File: src/rtl/ma_mem_access_if.sv
// Data-bus interface between the memory-access stage and the data memory / peripherals.
// The master drives request, strobes and write data; the slave answers with ack and read data.
interface ma_mem_access_if;
    logic        bus_req;
    logic        bus_we;
    logic [3:0]  bus_byteen;
    logic [31:0] bus_addr;
    logic [31:0] bus_wdata;
    logic        bus_ack;
    logic [31:0] bus_rdata;

    modport master (
        output bus_req,
        output bus_we,
        output bus_byteen,
        output bus_addr,
        output bus_wdata,
        input  bus_ack,
        input  bus_rdata
    );

    modport slave (
        input  bus_req,
        input  bus_we,
        input  bus_byteen,
        input  bus_addr,
        input  bus_wdata,
        output bus_ack,
        output bus_rdata
    );
endinterface

File: src/rtl/ma_mem_access.sv
// Memory-access stage engine: turns the MA-slot load/store into a req/ack bus transaction,
// stalls the pipeline while it is outstanding, checks address faults (AdEL/AdES) and
// extends load data. Optional bus timeout (DBE) is enabled by defining MA_TIMEOUT_EN.
module ma_mem_access #(
    parameter int unsigned TIMEOUT = 16,
    parameter logic [31:0] DM_TOP  = 32'h0000_2FFF
) (
    input  logic                    clk,
    input  logic                    reset,
    input  logic                    req_i,
    input  logic                    valid_in_i,
    input  logic [3:0]              mem_op_i,
    input  logic [31:0]             addr_i,
    input  logic [31:0]             wdata_i,
    ma_mem_access_if.master         dbus,
    output logic                    stall_o,
    output logic                    done_o,
    output logic [31:0]             dm_data_o,
    output logic                    exc_valid_o,
    output logic [4:0]              exc_code_o
);

    localparam logic [3:0] OpLw  = 4'd1;
    localparam logic [3:0] OpLh  = 4'd2;
    localparam logic [3:0] OpLhu = 4'd3;
    localparam logic [3:0] OpLb  = 4'd4;
    localparam logic [3:0] OpLbu = 4'd5;
    localparam logic [3:0] OpSw  = 4'd6;
    localparam logic [3:0] OpSh  = 4'd7;
    localparam logic [3:0] OpSb  = 4'd8;

    localparam logic [4:0] ExcAdel = 5'd4;
    localparam logic [4:0] ExcAdes = 5'd5;
    localparam logic [4:0] ExcDbe  = 5'd7;

    typedef enum logic [1:0] {StIdle, StReq, StDone} state_e;

    state_e      state_q, state_d;
    logic        bus_req_q, bus_req_d;
    logic        bus_we_q, bus_we_d;
    logic [3:0]  bus_byteen_q, bus_byteen_d;
    logic [31:0] bus_addr_q, bus_addr_d;
    logic [31:0] bus_wdata_q, bus_wdata_d;
    logic [31:0] dm_data_q, dm_data_d;
    logic        done_q, done_d;
    logic        exc_valid_q, exc_valid_d;
    logic [4:0]  exc_code_q, exc_code_d;
    logic [3:0]  op_q, op_d;
    logic [1:0]  off_q, off_d;

    logic        is_load, is_store, misalign, in_dm, in_tmr, fault;
    logic        capture, ack_take, timeout_hit, timeout_take, op_q_load;
    logic [3:0]  byteen_c;
    logic [31:0] wdata_c;
    logic [7:0]  ld_byte;
    logic [15:0] ld_half;
    logic [31:0] ld_ext;

    // Decode the incoming op and classify address faults.
    always_comb begin
        is_load  = (mem_op_i >= OpLw) && (mem_op_i <= OpLbu);
        is_store = (mem_op_i >= OpSw) && (mem_op_i <= OpSb);
        misalign = (((mem_op_i == OpLw) || (mem_op_i == OpSw)) && (addr_i[1:0] != 2'b00)) ||
                   (((mem_op_i == OpLh) || (mem_op_i == OpLhu) || (mem_op_i == OpSh)) &&
                    addr_i[0]);
        in_dm    = addr_i <= DM_TOP;
        in_tmr   = ((addr_i >= 32'h7F00) && (addr_i <= 32'h7F0B)) ||
                   ((addr_i >= 32'h7F10) && (addr_i <= 32'h7F1B));
        // Timer registers only accept full-word stores.
        fault    = valid_in_i && (is_load || is_store) &&
                   (misalign || !(in_dm || in_tmr) ||
                    (((mem_op_i == OpSh) || (mem_op_i == OpSb)) && in_tmr));
    end

    // Byte enables and write-lane replication for the access being captured.
    always_comb begin
        byteen_c = 4'b1111;
        wdata_c  = wdata_i;
        if (mem_op_i == OpSh) begin
            byteen_c = addr_i[1] ? 4'b1100 : 4'b0011;
            wdata_c  = {2{wdata_i[15:0]}};
        end else if (mem_op_i == OpSb) begin
            byteen_c = 4'b0001 << addr_i[1:0];
            wdata_c  = {4{wdata_i[7:0]}};
        end
    end

    // Select and extend the loaded byte/half from the bus read data.
    always_comb begin
        op_q_load = (op_q >= OpLw) && (op_q <= OpLbu);
        unique case (off_q)
            2'd0:    ld_byte = dbus.bus_rdata[7:0];
            2'd1:    ld_byte = dbus.bus_rdata[15:8];
            2'd2:    ld_byte = dbus.bus_rdata[23:16];
            default: ld_byte = dbus.bus_rdata[31:24];
        endcase
        ld_half = off_q[1] ? dbus.bus_rdata[31:16] : dbus.bus_rdata[15:0];
        case (op_q)
            OpLb:    ld_ext = {{24{ld_byte[7]}}, ld_byte};
            OpLbu:   ld_ext = {24'd0, ld_byte};
            OpLh:    ld_ext = {{16{ld_half[15]}}, ld_half};
            OpLhu:   ld_ext = {16'd0, ld_half};
            default: ld_ext = dbus.bus_rdata;
        endcase
    end

`ifdef MA_TIMEOUT_EN
    logic [31:0] tmo_cnt_q, tmo_cnt_d;

    // Count REQ cycles; restart whenever the FSM is not waiting on the bus.
    always_comb begin
        timeout_hit = (tmo_cnt_q == TIMEOUT - 1);
        tmo_cnt_d   = (state_q == StReq && state_d == StReq) ? tmo_cnt_q + 32'd1 : 32'd0;
    end

    // Timeout counter register.
    always_ff @(posedge clk) begin
        if (reset) tmo_cnt_q <= 32'd0;
        else       tmo_cnt_q <= tmo_cnt_d;
    end
`else
    assign timeout_hit = 1'b0;
`endif

    // FSM next state and stall; a flush always wins over ack or timeout.
    always_comb begin
        state_d      = state_q;
        stall_o      = 1'b0;
        capture      = 1'b0;
        ack_take     = 1'b0;
        timeout_take = 1'b0;
        case (state_q)
            StIdle: begin
                if (!fault && valid_in_i && (is_load || is_store) && !req_i) begin
                    stall_o = 1'b1;
                    capture = 1'b1;
                    state_d = StReq;
                end
            end
            StReq: begin
                stall_o = 1'b1;
                if (req_i) begin
                    state_d = StIdle;
                end else if (dbus.bus_ack) begin
                    ack_take = 1'b1;
                    state_d  = StDone;
                end else if (timeout_hit) begin
                    timeout_take = 1'b1;
                    state_d      = StDone;
                end
            end
            StDone:  state_d = StIdle;
            default: state_d = StIdle;
        endcase
    end

    // Next-state for the bus, result and exception registers.
    always_comb begin
        bus_req_d    = bus_req_q;
        bus_we_d     = bus_we_q;
        bus_byteen_d = bus_byteen_q;
        bus_addr_d   = bus_addr_q;
        bus_wdata_d  = bus_wdata_q;
        dm_data_d    = dm_data_q;
        op_d         = op_q;
        off_d        = off_q;
        done_d       = (state_q == StReq) && (state_d == StDone);
        exc_valid_d  = timeout_take;
        exc_code_d   = timeout_take ? ExcDbe : 5'd0;
        if (capture) begin
            bus_req_d    = 1'b1;
            bus_we_d     = is_store;
            bus_byteen_d = byteen_c;
            bus_addr_d   = {addr_i[31:2], 2'b00};
            bus_wdata_d  = wdata_c;
            op_d         = mem_op_i;
            off_d        = addr_i[1:0];
            dm_data_d    = 32'd0;
        end
        if (state_q == StReq && state_d != StReq) begin
            bus_req_d    = 1'b0;
            bus_we_d     = 1'b0;
            bus_byteen_d = 4'd0;
            bus_addr_d   = 32'd0;
            bus_wdata_d  = 32'd0;
        end
        if (ack_take && op_q_load) dm_data_d = ld_ext;
        if (state_q == StDone && req_i) dm_data_d = 32'd0;
    end

    // State and datapath registers with synchronous reset.
    always_ff @(posedge clk) begin
        if (reset) begin
            state_q      <= StIdle;
            bus_req_q    <= 1'b0;
            bus_we_q     <= 1'b0;
            bus_byteen_q <= 4'd0;
            bus_addr_q   <= 32'd0;
            bus_wdata_q  <= 32'd0;
            dm_data_q    <= 32'd0;
            done_q       <= 1'b0;
            exc_valid_q  <= 1'b0;
            exc_code_q   <= 5'd0;
            op_q         <= 4'd0;
            off_q        <= 2'd0;
        end else begin
            state_q      <= state_d;
            bus_req_q    <= bus_req_d;
            bus_we_q     <= bus_we_d;
            bus_byteen_q <= bus_byteen_d;
            bus_addr_q   <= bus_addr_d;
            bus_wdata_q  <= bus_wdata_d;
            dm_data_q    <= dm_data_d;
            done_q       <= done_d;
            exc_valid_q  <= exc_valid_d;
            exc_code_q   <= exc_code_d;
            op_q         <= op_d;
            off_q        <= off_d;
        end
    end

    // Outputs: address faults are reported combinationally, bus errors from registers.
    always_comb begin
        dbus.bus_req    = bus_req_q;
        dbus.bus_we     = bus_we_q;
        dbus.bus_byteen = bus_byteen_q;
        dbus.bus_addr   = bus_addr_q;
        dbus.bus_wdata  = bus_wdata_q;
        done_o          = done_q;
        dm_data_o       = dm_data_q;
        exc_valid_o     = exc_valid_q || ((state_q == StIdle) && fault);
        if (exc_valid_q)  exc_code_o = exc_code_q;
        else if (is_load) exc_code_o = ExcAdel;
        else              exc_code_o = ExcAdes;
    end

endmodule

File: src/flat_wrapper.sv
// flat-port wrapper written by rule: the top's interface ports become plain ports
module ma_mem_access_flat 
#(
    parameter int unsigned TIMEOUT = 16,
    parameter logic [31:0] DM_TOP  = 32'h0000_2FFF
)
  (clk, reset, req_i, valid_in_i, mem_op_i, addr_i, wdata_i, stall_o, done_o, dm_data_o, exc_valid_o, exc_code_o, dbus_bus_req, dbus_bus_we, dbus_bus_byteen, dbus_bus_addr, dbus_bus_wdata, dbus_bus_ack, dbus_bus_rdata);
  ma_mem_access_if dbus_i ();
  input  logic clk;
  input  logic reset;
  input  logic req_i;
  input  logic valid_in_i;
  input  logic [3:0] mem_op_i;
  input  logic [31:0] addr_i;
  input  logic [31:0] wdata_i;
  output logic stall_o;
  output logic done_o;
  output logic [31:0] dm_data_o;
  output logic exc_valid_o;
  output logic [4:0] exc_code_o;
  output wire logic [$bits(dbus_i.bus_req)-1:0] dbus_bus_req;
  output wire logic [$bits(dbus_i.bus_we)-1:0] dbus_bus_we;
  output wire logic [$bits(dbus_i.bus_byteen)-1:0] dbus_bus_byteen;
  output wire logic [$bits(dbus_i.bus_addr)-1:0] dbus_bus_addr;
  output wire logic [$bits(dbus_i.bus_wdata)-1:0] dbus_bus_wdata;
  input wire logic [$bits(dbus_i.bus_ack)-1:0] dbus_bus_ack;
  input wire logic [$bits(dbus_i.bus_rdata)-1:0] dbus_bus_rdata;
  assign dbus_bus_req = dbus_i.bus_req;
  assign dbus_bus_we = dbus_i.bus_we;
  assign dbus_bus_byteen = dbus_i.bus_byteen;
  assign dbus_bus_addr = dbus_i.bus_addr;
  assign dbus_bus_wdata = dbus_i.bus_wdata;
  assign dbus_i.bus_ack = dbus_bus_ack;
  assign dbus_i.bus_rdata = dbus_bus_rdata;
  ma_mem_access #(.TIMEOUT(TIMEOUT), .DM_TOP(DM_TOP)) u_core (.clk(clk), .reset(reset), .req_i(req_i), .valid_in_i(valid_in_i), .mem_op_i(mem_op_i), .addr_i(addr_i), .wdata_i(wdata_i), .dbus(dbus_i), .stall_o(stall_o), .done_o(done_o), .dm_data_o(dm_data_o), .exc_valid_o(exc_valid_o), .exc_code_o(exc_code_o));
endmodule
File: config.mk
export PLATFORM = sky130hd
export DESIGN_NAME = ma_mem_access_flat
export DESIGN_NICKNAME = d
export VERILOG_FILES = /design/src/rtl/ma_mem_access_if.sv /design/src/rtl/ma_mem_access.sv /design/src/flat_wrapper.sv
export SDC_FILE = /design/constraint.sdc
export NUM_CORES = 1
export LEC_CHECK = 0
export ABC_CLOCK_PERIOD_IN_PS = 3700
export BUFFER_PORTS_ARGS = -buffer_cell sky130_fd_sc_hd__clkbuf_2
export CAP_MARGIN = 20
export CORE_MARGIN = 3
export CORE_UTILIZATION = 50
export DETAILED_ROUTE_END_ITERATION = 16
export PLACE_DENSITY = 0.86
export SKIP_LAST_GASP = 1
export SYNTH_ARGS = -nofsm -noshare
export SYNTH_HDL_FRONTEND = slang
export SYNTH_SLANG_ARGS = --single-unit
File: constraint.sdc
create_clock -name clk -period 3.7 [get_ports clk]
set_input_delay 0.74 -clock clk [delete_from_list [all_inputs] [get_ports clk]]
set_output_delay 0.74 -clock clk [all_outputs]
set_load 0.01 [all_outputs]
==> results.cfg <==
[status]
status = finished, final reports clean

[clock_tree]
clock-sinks = 109
hold_buffers = 0
htree_levels = 3
clock_path_buffers = 2
root_buffer = clkbuf_8
clk_pin_slew_ns = 0.10
cts_resized = 0
clk_latency_ns = 0.37
numCtsBuffers = 9
cts_tree = yes
postCtsSetupRepairBufs = 0

[finish]
final_area_mm2 = 0.00655
drive_gt1_share_pct = 39.1
fin_cells = 876
area_growth_pct = 22.8
post-route-util_pct = 63.1
layout_common_cells = clkbuf_2 (208), dfxtp_1 (109), nand2_1 (78), mux2i_1 (44), nor2_1 (32)
mostFrequentLayoutCell = clkbuf_2
diodes = 0
fillers = 857
fin_nets = 841

[worst_setup_path]
reg2reg_from = u_core.off_q[1]$_SDFFE_PP0P_
critPathKind = input pin to output pin
cp_max_fo = 13
crit_path_end_kind = output pin
crit_start = mem_op_i[1]
worstPathArrival_ns = 2.52
crit_required_ns = 2.96
start_kind = input pin

[place]
hpwl_mm = 11.6
io_buffers = 208
dp_cells = 860
dpl_cell_area_mm2 = 0.00634
place.gp.congestion = 0.852

[job]
cap_viol_max_count = 0

[global_route]
antenna_found_initial = 0
grt_pass1_vias = 4835
track_usage_pct = 25.6
grt_pass1_wl_mm = 24.1
grt_max_degree = 63
grt_overflow = 0

[pwr]
irDropWorstVdd_mv = 0.236
leakage_nw = 2.79
power.density_mw_per_mm2 = 323

[sta]
finalHoldViolations = 0
tns_ns = 0
skew_ns = 0.0106
fmax_mhz = 307
max_slew_margin_pct = 30.6
holdWs_ns = 0.465
drv_slew = 0
rsz0062_at_grt = false
period_share_pct = 88.1
setup_viol = 0
finalCriticalPeriod_ns = 3.26
max_slew.worst_pin.slew_ns = 1.04

[die]
start_util_pct = 51.4
coreArea_mm2 = 0.0104
die_h_um = 109
die-area_mm2 = 0.0119
pin_count = 215
std_cell_rows = 37
fp.dieW_um = 109

[route]
avgRoutedWirePerCell_um = 18.2
drc = 0
drtIter0Drc = 584
final_antenna_net_count = 0
viasPerCell = 5.94
dr.pass1.iters = 6
vias = 5201
routed_wl_mm = 15.9

[synthesis]
ys_warn_count = 0
synth.largest_area_cell = dfxtp_1
synthCells = 555
syn_area_per_cell_um2 = 9.61
synthSimpleGateAreaFrac_pct = 16.8
synthMuxAreaShare_pct = 8.68
synthAdderAreaFrac_pct = 0
synth_top_family_by_area = compound AO/OA/AOI/OAI gates
synthArstFlopShare_pct = 0
synth_compound_area_share_pct = 27.2
synth-edff-count = 0
ys_seq_elements = 109
netlist-cell-type-count = 67
yosysTopAreaCellShare_pct = 40.9
synth_ff_type = dfxtp_1
syn_area_mm2 = 0.00533
synth_area_leaders = dfxtp_1 (41%), mux2i_1 (8.3%), nand2_1 (5.5%)
synth-xor-area-share_pct = 0
ys_seq_area_share_pct = 40.9

[worst_hold_path]
worst_hold_startpoint = u_core.dbus.bus_addr[7]$_SDFFE_PP0P_
hold_path.class = register to register
-- registers in the layout, indices dropped and copies added (netlist names) --
register                cells
u_core.dbus.bus_wdata      32
u_core.dm_data_o           32
u_core.dbus.bus_addr       30
u_core.dbus.bus_byteen      4
u_core.op_q                 4
u_core.off_q                2
u_core.state_q              2
u_core.dbus.bus_req         1
u_core.dbus.bus_we          1
u_core.done_o               1
-- report_power, final --
| part | internal, mW | total [mW] | switching (mW) | leakage (nW) |
|---|---|---|---|---|
| Clock | 0.331 | 0.727 | 0.396 | 0.0927 |
| Combinational | 0.0823 | 0.218 | 0.136 | 1.82 |
| Sequential | 1.17 | 1.17 | 0.000000288 | 0.877 |
| Total | 1.58 | 2.12 | 0.532 | 2.79 |
-- final cells by class --
cell class                 count  area, um^2  share of cell area [%]
multi-input combinational    393        2850                    43.6
tap                          136         170                    2.60
clock inverter                 3        46.3                   0.707
timing repair buffer         220        1140                    17.4
sequential                   109        2180                    33.3
inverter                       3        11.3                   0.172
clock buffer                  12         145                    2.22
-- metal layers --
metal	part of all wire, %	global-route usage [%]	wire (um)	vias up
li1	-	-	-	2425
met5	0	0	0	-
met3	8.6	6.99	1370	45
met4	3.4	11.3	545	0
met2	47	42.0	7500	282
met1	41	31.3	6530	2449
-- kinds of logic after synthesis --
logic type,after synthesis
AO/OA/AOI/OAI,166
multiplexers,46
flip-flops,109
buffers and inverters,57
other,2
AND/OR/NAND/NOR,175
-- Yosys cell counts (all sizes together), types with 3 or more instances --
cell     number
o21ai        12
dfxtp       109
nor3          4
nor4          3
nand4         9
o2bb2ai      32
o22ai         7
a211oi       17
a31oi        28
a311oi       11
buf          30
clkbuf       24
a22oi         7
o22a          7
inv           3
nor2         34
nor4b         3
or3           4
a21oi        21
mux2i        44
or4           3
o31ai        10
nand2b        3
and3         17
nand2        79
-- metrics by stage --
stage / setup slack (ns) / power [mW]
floorplan: 0.518 / 1.33
global placement: 0.491 / 1.40
detailed placement: 0.467 / 1.41
CTS: 0.457 / 2.13
global route: 0.338 / 2.19
finish: 0.442 / 2.12
-- worst paths after layout --
check | endpoint | cells after the start | slack [ns]
max | exc_valid_o | 7 | 0.44
min | u_core.dbus.bus_addr[7]$_SDFFE_PP0P_ | 2 | 0.47
max reg2reg | u_core.dm_data_o[10]$_SDFFE_PP0P_ | 5 | 1.48
min reg2reg | u_core.dbus.bus_addr[7]$_SDFFE_PP0P_ | 2 | 0.47
-- critical path: stages --
cell and delay, ns:
clkbuf_2 0.20, or4b_1 0.61, nand2_4 0.13, o31a_4 0.20
nor2_1 0.05, a2111oi_1 0.36, clkbuf_2 0.22
Power figures use the tool's default switching activity.
